===== config.mk =====
export PLATFORM = sky130hd
export DESIGN_NAME = sg_window_buffer
export DESIGN_NICKNAME = d
export VERILOG_FILES = /design/src/rtl/sg_pkg.sv /design/src/rtl/sg_shift_window.sv /design/src/rtl/sg_window_buffer.sv
export SDC_FILE = /design/constraint.sdc
export NUM_CORES = 1
export LEC_CHECK = 0
export ABC_CLOCK_PERIOD_IN_PS = 4980
export CORE_AREA = 10 10 186 188
export DETAILED_ROUTE_END_ITERATION = 8
export DIE_AREA = 0 0 196 198
export GPL_TIMING_DRIVEN = 1
export HOLD_SLACK_MARGIN = 0.15
export PLACE_DENSITY_LB_ADDON = 0.2
export SYNTH_ARGS = -nofsm -noshare
export SYNTH_HDL_FRONTEND = slang
export SYNTH_SLANG_ARGS = --single-unit

===== constraint.sdc =====
create_clock -name clk -period 4.98 [get_ports clk]
set_input_delay 0.498 -clock clk [delete_from_list [all_inputs] [get_ports clk]]
set_output_delay 0.498 -clock clk [all_outputs]
set_load 0.02 [all_outputs]

===== src/rtl/sg_pkg.sv =====
// sg_pkg: shared constants and types for the Savitzky-Golay windowing stage
// and the downstream fitter.
//   WINDOW_SIZE / HALF : samples per window and samples either side of centre
//   DATA_W             : signed sample width
//   FRAME_MAX / IDX_W  : largest supported frame and width of a centre index
//   CNT_W              : width of the internal frame counters (wider than IDX_W
//                        so the emission threshold still works past FRAME_MAX)
//   sample_t           : one signed sample
//   win_state_t        : windowing FSM states
package sg_pkg;
  localparam int WINDOW_SIZE = 7;
  localparam int HALF        = WINDOW_SIZE / 2;
  localparam int DATA_W      = 32;
  localparam int FRAME_MAX   = 1024;
  localparam int IDX_W       = $clog2(FRAME_MAX);
  localparam int CNT_W       = 32;

  typedef logic signed [DATA_W-1:0] sample_t;

  typedef enum logic [1:0] {
    IDLE   = 2'd0,
    STREAM = 2'd1,
    FLUSH  = 2'd2
  } win_state_t;
endpackage


===== src/rtl/sg_shift_window.sv =====
// sg_shift_window: WINDOW_SIZE-deep sample register array.
//   clk, rst  : clock, asynchronous active-low reset (clears every entry)
//   load_all  : write din into every entry (first sample of a frame)
//   shift_en  : shift towards entry 0, din enters at entry WINDOW_SIZE-1
//   din       : incoming sample
//   window    : flat view, slice j = entry j (entry 0 is the oldest)
module sg_shift_window
  import sg_pkg::*;
(
  input  logic                          clk,
  input  logic                          rst,
  input  logic                          load_all,
  input  logic                          shift_en,
  input  sample_t                       din,
  output logic [WINDOW_SIZE*DATA_W-1:0] window
);

  sample_t taps_reg [WINDOW_SIZE];

  always_ff @(posedge clk or negedge rst) begin
    if (!rst) begin
      for (int i = 0; i < WINDOW_SIZE; i++) taps_reg[i] <= '0;
    end else if (load_all) begin
      for (int i = 0; i < WINDOW_SIZE; i++) taps_reg[i] <= din;
    end else if (shift_en) begin
      for (int i = 0; i < WINDOW_SIZE - 1; i++) taps_reg[i] <= taps_reg[i+1];
      taps_reg[WINDOW_SIZE-1] <= din;
    end
  end

  genvar gi;
  generate
    for (gi = 0; gi < WINDOW_SIZE; gi++) begin : g_flat
      assign window[gi*DATA_W +: DATA_W] = taps_reg[gi];
    end
  endgenerate

endmodule


===== src/rtl/sg_window_buffer.sv =====
// sg_window_buffer: turns a sample stream into one centred, edge-replicated
// window per input sample for the Savitzky-Golay fitter.
//   clk, rst                    : clock, asynchronous active-low reset
//   in_valid/in_ready/in_data   : sample input handshake
//   in_last                     : final sample of the frame
//   out_valid/out_ready         : window output handshake
//   out_window                  : WINDOW_SIZE samples, slice 0 oldest
//   out_center_idx              : frame index of the window centre
//   out_last                    : window for the final sample
//   overrun                     : sticky, a frame exceeded FRAME_MAX samples
module sg_window_buffer
  import sg_pkg::*;
(
  input  logic                          clk,
  input  logic                          rst,
  input  logic                          in_valid,
  output logic                          in_ready,
  input  logic [DATA_W-1:0]             in_data,
  input  logic                          in_last,
  output logic                          out_valid,
  input  logic                          out_ready,
  output logic [WINDOW_SIZE*DATA_W-1:0] out_window,
  output logic [IDX_W-1:0]              out_center_idx,
  output logic                          out_last,
  output logic                          overrun
);

  win_state_t       state_reg;
  logic [CNT_W-1:0] shifts_reg;
  logic [CNT_W-1:0] emitted_reg;
  logic [CNT_W-1:0] n_len_reg;
  logic             out_valid_reg;
  logic [IDX_W-1:0] center_reg;
  logic             last_reg;
  logic             overrun_reg;

  logic             out_free;
  logic             accept;
  logic             load_all;
  logic             flush_shift;
  logic             shift_en;
  logic             step;
  logic             emit;
  logic             final_emit;
  logic [CNT_W-1:0] shifts_next;
  sample_t          din;

  // The window register only moves when the current output is absent or is
  // being consumed, so it can drive out_window directly and stays frozen
  // under backpressure.
  assign out_free    = !out_valid_reg || out_ready;
  assign in_ready    = rst && (state_reg != FLUSH) && out_free;
  assign accept      = in_valid && in_ready;
  assign load_all    = accept && (state_reg == IDLE);
  assign flush_shift = (state_reg == FLUSH) && out_free;
  assign shift_en    = (accept && (state_reg == STREAM)) || flush_shift;
  assign step        = load_all || shift_en;
  assign shifts_next = load_all ? CNT_W'(1) : shifts_reg + CNT_W'(1);
  assign emit        = step && (shifts_next >= CNT_W'(HALF + 1));
  assign final_emit  = flush_shift && emit && (emitted_reg + CNT_W'(1) == n_len_reg);

  // During flush the newest entry already holds the frame's last sample,
  // so replicating it needs no separate register.
  assign din = (state_reg == FLUSH) ? sample_t'(out_window[(WINDOW_SIZE-1)*DATA_W +: DATA_W])
                                    : sample_t'(in_data);

  sg_shift_window u_window (
    .clk      (clk),
    .rst      (rst),
    .load_all (load_all),
    .shift_en (shift_en),
    .din      (din),
    .window   (out_window)
  );

  always_ff @(posedge clk or negedge rst) begin
    if (!rst) begin
      state_reg     <= IDLE;
      shifts_reg    <= '0;
      emitted_reg   <= '0;
      n_len_reg     <= '0;
      out_valid_reg <= 1'b0;
      center_reg    <= '0;
      last_reg      <= 1'b0;
      overrun_reg   <= 1'b0;
    end else begin
      if (step) begin
        out_valid_reg <= emit;
        if (emit) begin
          center_reg <= IDX_W'(shifts_next - CNT_W'(1 + HALF));
          last_reg   <= final_emit;
        end
      end else if (out_ready) begin
        out_valid_reg <= 1'b0;
      end

      if (accept && (shifts_next == CNT_W'(FRAME_MAX + 1))) overrun_reg <= 1'b1;

      case (state_reg)
        IDLE: begin
          if (load_all) begin
            shifts_reg <= shifts_next;
            if (in_last) begin
              n_len_reg <= shifts_next;
              state_reg <= FLUSH;
            end else begin
              state_reg <= STREAM;
            end
          end
        end
        STREAM: begin
          if (accept) begin
            shifts_reg <= shifts_next;
            if (emit) emitted_reg <= emitted_reg + CNT_W'(1);
            if (in_last) begin
              n_len_reg <= shifts_next;
              state_reg <= FLUSH;
            end
          end
        end
        FLUSH: begin
          if (flush_shift) begin
            if (final_emit) begin
              state_reg   <= IDLE;
              shifts_reg  <= '0;
              emitted_reg <= '0;
              n_len_reg   <= '0;
            end else begin
              shifts_reg <= shifts_next;
              if (emit) emitted_reg <= emitted_reg + CNT_W'(1);
            end
          end
        end
        default: state_reg <= IDLE;
      endcase
    end
  end

  assign out_valid      = out_valid_reg;
  assign out_center_idx = center_reg;
  assign out_last       = last_reg;
  assign overrun        = overrun_reg;

endmodule


# Word level (Yosys, flattened, before mapping)
# Cells that the tools add are included.
# totals
reg_bits	335
inputBits	37
output_inout_bits	238
elab_cells	82
# op_classes
add_sub_neg	3
n_lt_le_gt_ge	1
eq_ne	10
mux	29
n_reduce_logical	24
# ops
op	n
32-bit 2-to-1 mux	15
224-bit 2-to-1 mux	2
32-bit one-hot mux with 3 select lines	2
32-bit by 1-bit adder with 32-bit output, second input constant	2
32-bit one-hot mux with 2 select lines	1
32-bit by 11-bit == test with 1-bit output, second input constant	1
32-bit == test	1
32-bit by 3-bit >= comparator with 1-bit output, second input constant	1
2-bit 2-to-1 mux	6
2-bit inequality test, second input constant	6
1-bit logical AND	10
5-bit AND reduction	2
10-bit by 3-bit subtractor with 10-bit output, second input constant	1
2-bit one-hot mux with 3 select lines	1
2-bit nonzero test	3
4-bit AND reduction	1
1-bit logical OR	3
3-bit AND reduction	1
3-bit nonzero test	1
2-bit by 1-bit == test with 1-bit output, second input constant	1
2-bit == test, second input constant	1
2-bit zero test	1
1-bit 2-to-1 mux	2
2-bit AND reduction	1
1-bit zero test	1

# Logic depth before layout (Yosys ltp)
# logic_depth
word_depth	13
ltp_mapped	15

# Cells and area by module
# Synthesis repeated with hierarchy kept, for this count alone.
# unflattened
hier_cells	1688
hier_area_um2	18721.7
# by_module_without_submodules
mod	n_inst	cells_per_inst	area_each_um2	seq_area_each_um2
sg_shift_window	1	686	10637.7	5605.4
sg_window_buffer	1	1002	8084.0	2777.7

# Worst setup path after synthesis
# Ideal clock, no wire load.
# synth_timing
path_kind	input to register
from	input in_valid
to	register emitted_reg[14]
setup_time_ns	0.121
t_arrival_ns	3.465
slack_ns	1.394
path_stages	13
n_path_buf	3
path_cell_list	nand2_1 or4_1 clkbuf_1 clkbuf_1 nand2_1 ha_1 o2111ai_1 or4_1 nor4_2 a21o_1 buf_4 o21ai_0 a22o_1
# synth_between
elab_chain_len	10
# synth_lines
item	line	source
from (decl)	sg_window_buffer.sv:16	input logic in_valid,
1-bit logical AND *	sg_window_buffer.sv:53	assign accept = in_valid && in_ready;
1-bit logical AND (on tied branches)	sg_window_buffer.sv:54, sg_window_buffer.sv:56	
32-bit 2-to-1 mux or 1-bit logical OR (tied branches)	sg_window_buffer.sv:58, sg_window_buffer.sv:56	
32-bit by 3-bit >= comparator with 1-bit output or 1-bit logical OR (tied branches)	sg_window_buffer.sv:59, sg_window_buffer.sv:57	
1-bit logical AND	sg_window_buffer.sv:59	assign emit = step && (shifts_next >= CNT_W'(HALF + 1));
1-bit logical AND (2 in series)	sg_window_buffer.sv:60	assign final_emit = flush_shift && emit && (emitted_reg + CNT_W'(1) == n_len_reg);
32-bit 2-to-1 mux	sg_window_buffer.sv:123	if (final_emit) begin
32-bit 2-to-1 mux	sg_window_buffer.sv:122	if (flush_shift) begin
32-bit one-hot mux with 2 select lines	sg_window_buffer.sv:99	case (state_reg)
to (signal assigned)	sg_window_buffer.sv:114	if (emit) emitted_reg <= emitted_reg + CNT_W'(1);
to (signal assigned)	sg_window_buffer.sv:130	if (emit) emitted_reg <= emitted_reg + CNT_W'(1);
to (decl)	sg_window_buffer.sv:30	logic [CNT_W-1:0] emitted_reg;
# Mark *: on every way between the ends. The rest lies on a longest branch, timed or not. The select of a mux whose other input is x is not followed.
# A chain may end at the register's enable or synchronous reset.

# Final worst setup path
# layout_timing
from	input rst
to	register emitted_reg[30]
# layout_between
elab_chain_len	12
# layout_lines
item	line	source
from (decl)	sg_window_buffer.sv:15	input logic rst,
1-bit logical AND * (2 in series)	sg_window_buffer.sv:52	assign in_ready = rst && (state_reg != FLUSH) && out_free;
1-bit logical AND *	sg_window_buffer.sv:53	
1-bit logical AND (on tied branches)	sg_window_buffer.sv:54, sg_window_buffer.sv:56	
32-bit 2-to-1 mux or 1-bit logical OR (tied branches)	sg_window_buffer.sv:58, sg_window_buffer.sv:56	
32-bit by 3-bit >= comparator with 1-bit output or 1-bit logical OR (tied branches)	sg_window_buffer.sv:59, sg_window_buffer.sv:57	
1-bit logical AND	sg_window_buffer.sv:59	
1-bit logical AND (2 in series)	sg_window_buffer.sv:60	
32-bit 2-to-1 mux	sg_window_buffer.sv:123	
32-bit 2-to-1 mux	sg_window_buffer.sv:122	
32-bit one-hot mux with 2 select lines	sg_window_buffer.sv:99	
# Marked as above.

==> metrics.md <==
| Metric | Value |
|---|---|
| Status | `finished clean` |
| Slew @ Worst Pin | `1.087 ns` |
| Syn avg cell area | `9.054 um2` |
| # IOs | `275` |
| Min Tclk post-route | `4.307 ns` |
| Critical path peak fanout | `20` |
| Crit Path Class | `input port to flip-flop` |
| Worst R2R Setup Slack | `0.69 ns` |
| YS warnings | `0` |
| Skew-Pair Late Insertion Delay | `0.54 ns` |
| Core Box Area | `31070 um2` |
| Sequential area share after synthesis | `51.01%` |
| Min-Delay Endpoint | `out_center_idx[1]` |
| Top achievable clock speed | `0.2322 GHz` |
| Placed inst area | `19500 um2` |
| Clock skew | `around 0.021 ns` |
| Hold path start | `out_center_idx[1]` |
| IO Port Bufs | `274` |
| Adder-Cell Fraction of Synth Area | `0.3046%` |
| Die Y | `198 um` |
| PostCTS Resize Cnt | `0` |
| Netlist cell types | `74` |
| FF-to-FF Start | `emitted_reg[0]` |
| Reg clk slew, reported paths | `0.06 ns` |
| Hold Path Depth | `1` |
| Worst vdd ir | `roughly 470 uV` |
| TNS Setup | `0 ns` |
| DR WL/cell | `21.44 um` |
| Routability congestion estimate | `0.9207` |
| DR vias | `14830` |
| CP endpoint kind | `flip-flop` |
| Clk root buf | `clkbuf_16` |
| CTS tree | `yes` |
| Post-synth top area share | `51.01%` |
| LEAKAGE | `just under 0.009 uW` |
| Synth Cell Area | `16430 um2` |
| Die W | `196 um` |
| RSZ-0062 raised after global routing | `false` |
| Largest family of logic cells by synthesized area | `simple AND/OR/NAND/NOR gates` |
| Fraction of layout cells with a size suffix above 1 | `7.551%` |
| Max reg flops | `224` |
| Max-slew headroom | `27.56%` |
| Nets | `about 2100` |
| Gr ovfl total | `0` |
| Tcrit/Tclk final | `86.48%` |
| Startpoint types | `input port` |
| Initial antenna violation count | `2` |
| Hold Vio Cnt, Final | `0` |
| Synth top area cells | `dfrtp_1 51%, a21oi_1 7.1%, nand2_1 7.0%, nor2_1 5.5%, mux2_2 2.8%` |
| Final-layout fill cell count | `2513` |
| Post-synthesis compound-gate area fraction | `15.10%` |
| Fraction of the mapped netlist area in simple logic gates | `about 22%` |
| Htree depth | `2` |
| Critical path data arrival time | `around 4.7 ns` |
| # setup viols final | `0` |
| Pwr/cell area | `619.3 nW/um2` |
| Drt drc | `0` |
| Clk sink count | `335` |
| Syn_nets | `1856` |
| Critical Path RT | `roughly 5.4 ns` |
| Die area | `38810 um2` |
| R2r endpoint | `emitted_reg[20]` |
| Mapped Cells | `1815` |
| Cell type with the largest total area after synthesis | `dfrtp_1` |
| Synth Flop Type | `dfrtp_1` |
| Initial core utilization | `52.90%` |
| Clk buf depth | `3` |
| WL final | `between 50000 and 60000 um` |
| Area grow syn2layout | `26.12%` |
| R2r worst-path depth | `11` |
| Rows | `65` |
| Pre-antenna DRT Iters | `5` |
| Cell area after layout | `20730 um2` |
| Final ANT Viol Nets | `0` |
| CTS Buf Count | `37` |
| Max-slew violation count | `0` |
| HP Class | `flip-flop to flip-flop` |
| Max cap viols | `0` |
| Gr usage total | `about a quarter` |
| Largest net degree at the start of global routing | `200` |
| Multiplexer share of the synthesized area | `under 10%` |
| Global-route wire length before repair | `82340 um` |
| Final Power | `12840 uW` |
| Detailed Place HPWL | `approximately 37000 um` |
| Initial drt markers | `~1400` |
| EDFF count, synth | `0` |
| Yosys reg bits | `around 340` |
| Via density | `~6` |
| Vias in the first global route | `14460` |
| Async SR Flop Fraction | `between 90% and 100%` |
| Final Util | `66.71%` |
| XOR/XNOR share of the synthesized area | `3.723%` |
-- synthesized netlist by cell type, types with 4 or more instances --
| master | n |
|---|---|
| and3_1 | 15 |
| o21ai_0 | 32 |
| o21a_1 | 7 |
| o31ai_1 | 10 |
| nor2_1 | 242 |
| nor2b_1 | 6 |
| and2_1 | 6 |
| clkbuf_1 | 84 |
| a31oi_1 | 42 |
| nor4_1 | 21 |
| o2bb2ai_1 | 15 |
| nor3b_1 | 4 |
| or2_2 | 4 |
| nand2b_1 | 4 |
| a21oi_1 | 233 |
| a211oi_1 | 4 |
| buf_1 | 5 |
| a2bb2o_1 | 4 |
| nand3_1 | 58 |
| xnor2_1 | 43 |
| a22o_1 | 23 |
| ha_1 | 4 |
| buf_2 | 23 |
| or4_1 | 14 |
| xor2_1 | 25 |
| nand2_1 | 308 |
| dfrtp_1 | 335 |
| nor3_1 | 21 |
| nand4_1 | 33 |
| o211ai_1 | 6 |
| inv_1 | 18 |
| nor4b_1 | 7 |
| or3_1 | 20 |
| mux2i_1 | 21 |
| mux2_2 | 41 |
| and4_1 | 11 |
-- cell families after synthesis --
group           after synthesis
fa+ha+maj                     4
simple gates                796
compound gates              413
xor+xnor                     69
flops                       335
buf+inv                     136
mux                          62
-- placed cells by master (no fill, tap or decap), types with 7 or more instances in the layout --
cell type	synthesis	final
nand3_1	58	58
o21ai_0	32	32
clkdlybuf4s50_1	0	273
a21oi_1	233	232
xnor2_1	43	43
or4_1	14	13
and4_1	11	11
nor4b_1	7	7
o31ai_1	10	10
or3_1	20	20
xor2_1	25	25
nand4_1	33	33
nand2_1	308	308
a31oi_1	42	42
dfrtp_1	335	335
nor4_1	21	20
buf_4	2	26
mux2i_1	21	21
and3_1	15	15
a22o_1	23	23
o21a_1	7	7
inv_1	18	18
o2bb2ai_1	15	15
nor3_1	21	20
nor2_1	242	240
mux2_2	41	41
clkbuf_16	0	37
clkbuf_1	84	12
-- through the flow --
stage / hold WS, ns / instances / setup WS [ns]
floorplan: 0.2024 / 1815 / 1.394
global placement: 0.4893 / 2403 / 0.5535
detailed placement: 0.4941 / 2403 / 0.3747
CTS: 0.5070 / 2468 / 0.6809
global route: 0.5262 / 2469 / 0.4159
finish: 0.5024 / 2469 / 0.6731
-- final cells by class --
| class | count | area (um2) | area share [%] |
|---|---|---|---|
| Clock inverter | 11 | 186.4 | 0.8995 |
| Clock buffer | 53 | 1026 | 4.950 |
| Tap cell | 402 | 503.0 | 2.427 |
| Antenna cell | 1 | 2.502 | 0.01207 |
| Inverter | 18 | 67.56 | 0.3260 |
| Timing Repair Buffer | 305 | 3033 | 14.63 |
| Sequential cell | 335 | 8383 | 40.45 |
| Multi-Input combinational cell | 1344 | 7525 | 36.31 |
-- per-layer routing --
| layer | global-route usage [%] | wire length, um | up-vias |
|---|---|---|---|
| met5 | 0 | 11 | - |
| met4 | 10.01 | 2070 | 2 |
| met3 | 7.847 | 4669 | 107 |
| met2 | 41.35 | 24900 | 596 |
| met1 | 33.29 | 21270 | 7316 |
| li1 | - | - | 6809 |
-- how the worst max path moves through the flow --
| stage | startpoint | end | slack (ns) |
|---|---|---|---|
| 3_5_place_dp | in_valid | emitted_reg[29] | 0.37 |
| 5_1_grt | emitted_reg[0] | emitted_reg[20] | 0.42 |
| 6_report | rst | emitted_reg[30] | 0.67 |
| 3_3_place_gp | in_valid | emitted_reg[18] | 0.55 |
| 2_1_floorplan | in_valid | emitted_reg[14] | 1.39 |
| 4_1_cts | rst | emitted_reg[30] | 0.68 |
-- where the power goes --
group	total [uW]	leakage [uW]	internal [uW]	switching, uW
Combinational	5490	0.00439	2360	3130
Clock	2760	0.000579	1610	1150
Sequential	4580	0.00392	3680	901
-- critical path, stage by stage --
cell,delay (ns)
dlygate4sd3_1,0.57
buf_8,0.13
nand2_1,0.11
or4_4,0.56
nand2_1,0.19
ha_1,0.25
o2111ai_1,0.12
or4_1,0.55
nor4_2,0.59
a21o_1,0.68
buf_4,0.27
or3_1,0.12
mux2i_1,0.06
-- what timing repair did --
| item | CTS | global route |
|---|---|---|
| endpoints found under the setup margin | 0 | 0 |
| endpoints found under the hold margin | 32 | 0 |
| hold buffers | 1 | 0 |
| buffers inserted | 0 | 0 |
Power figures use the tool's default switching activity.
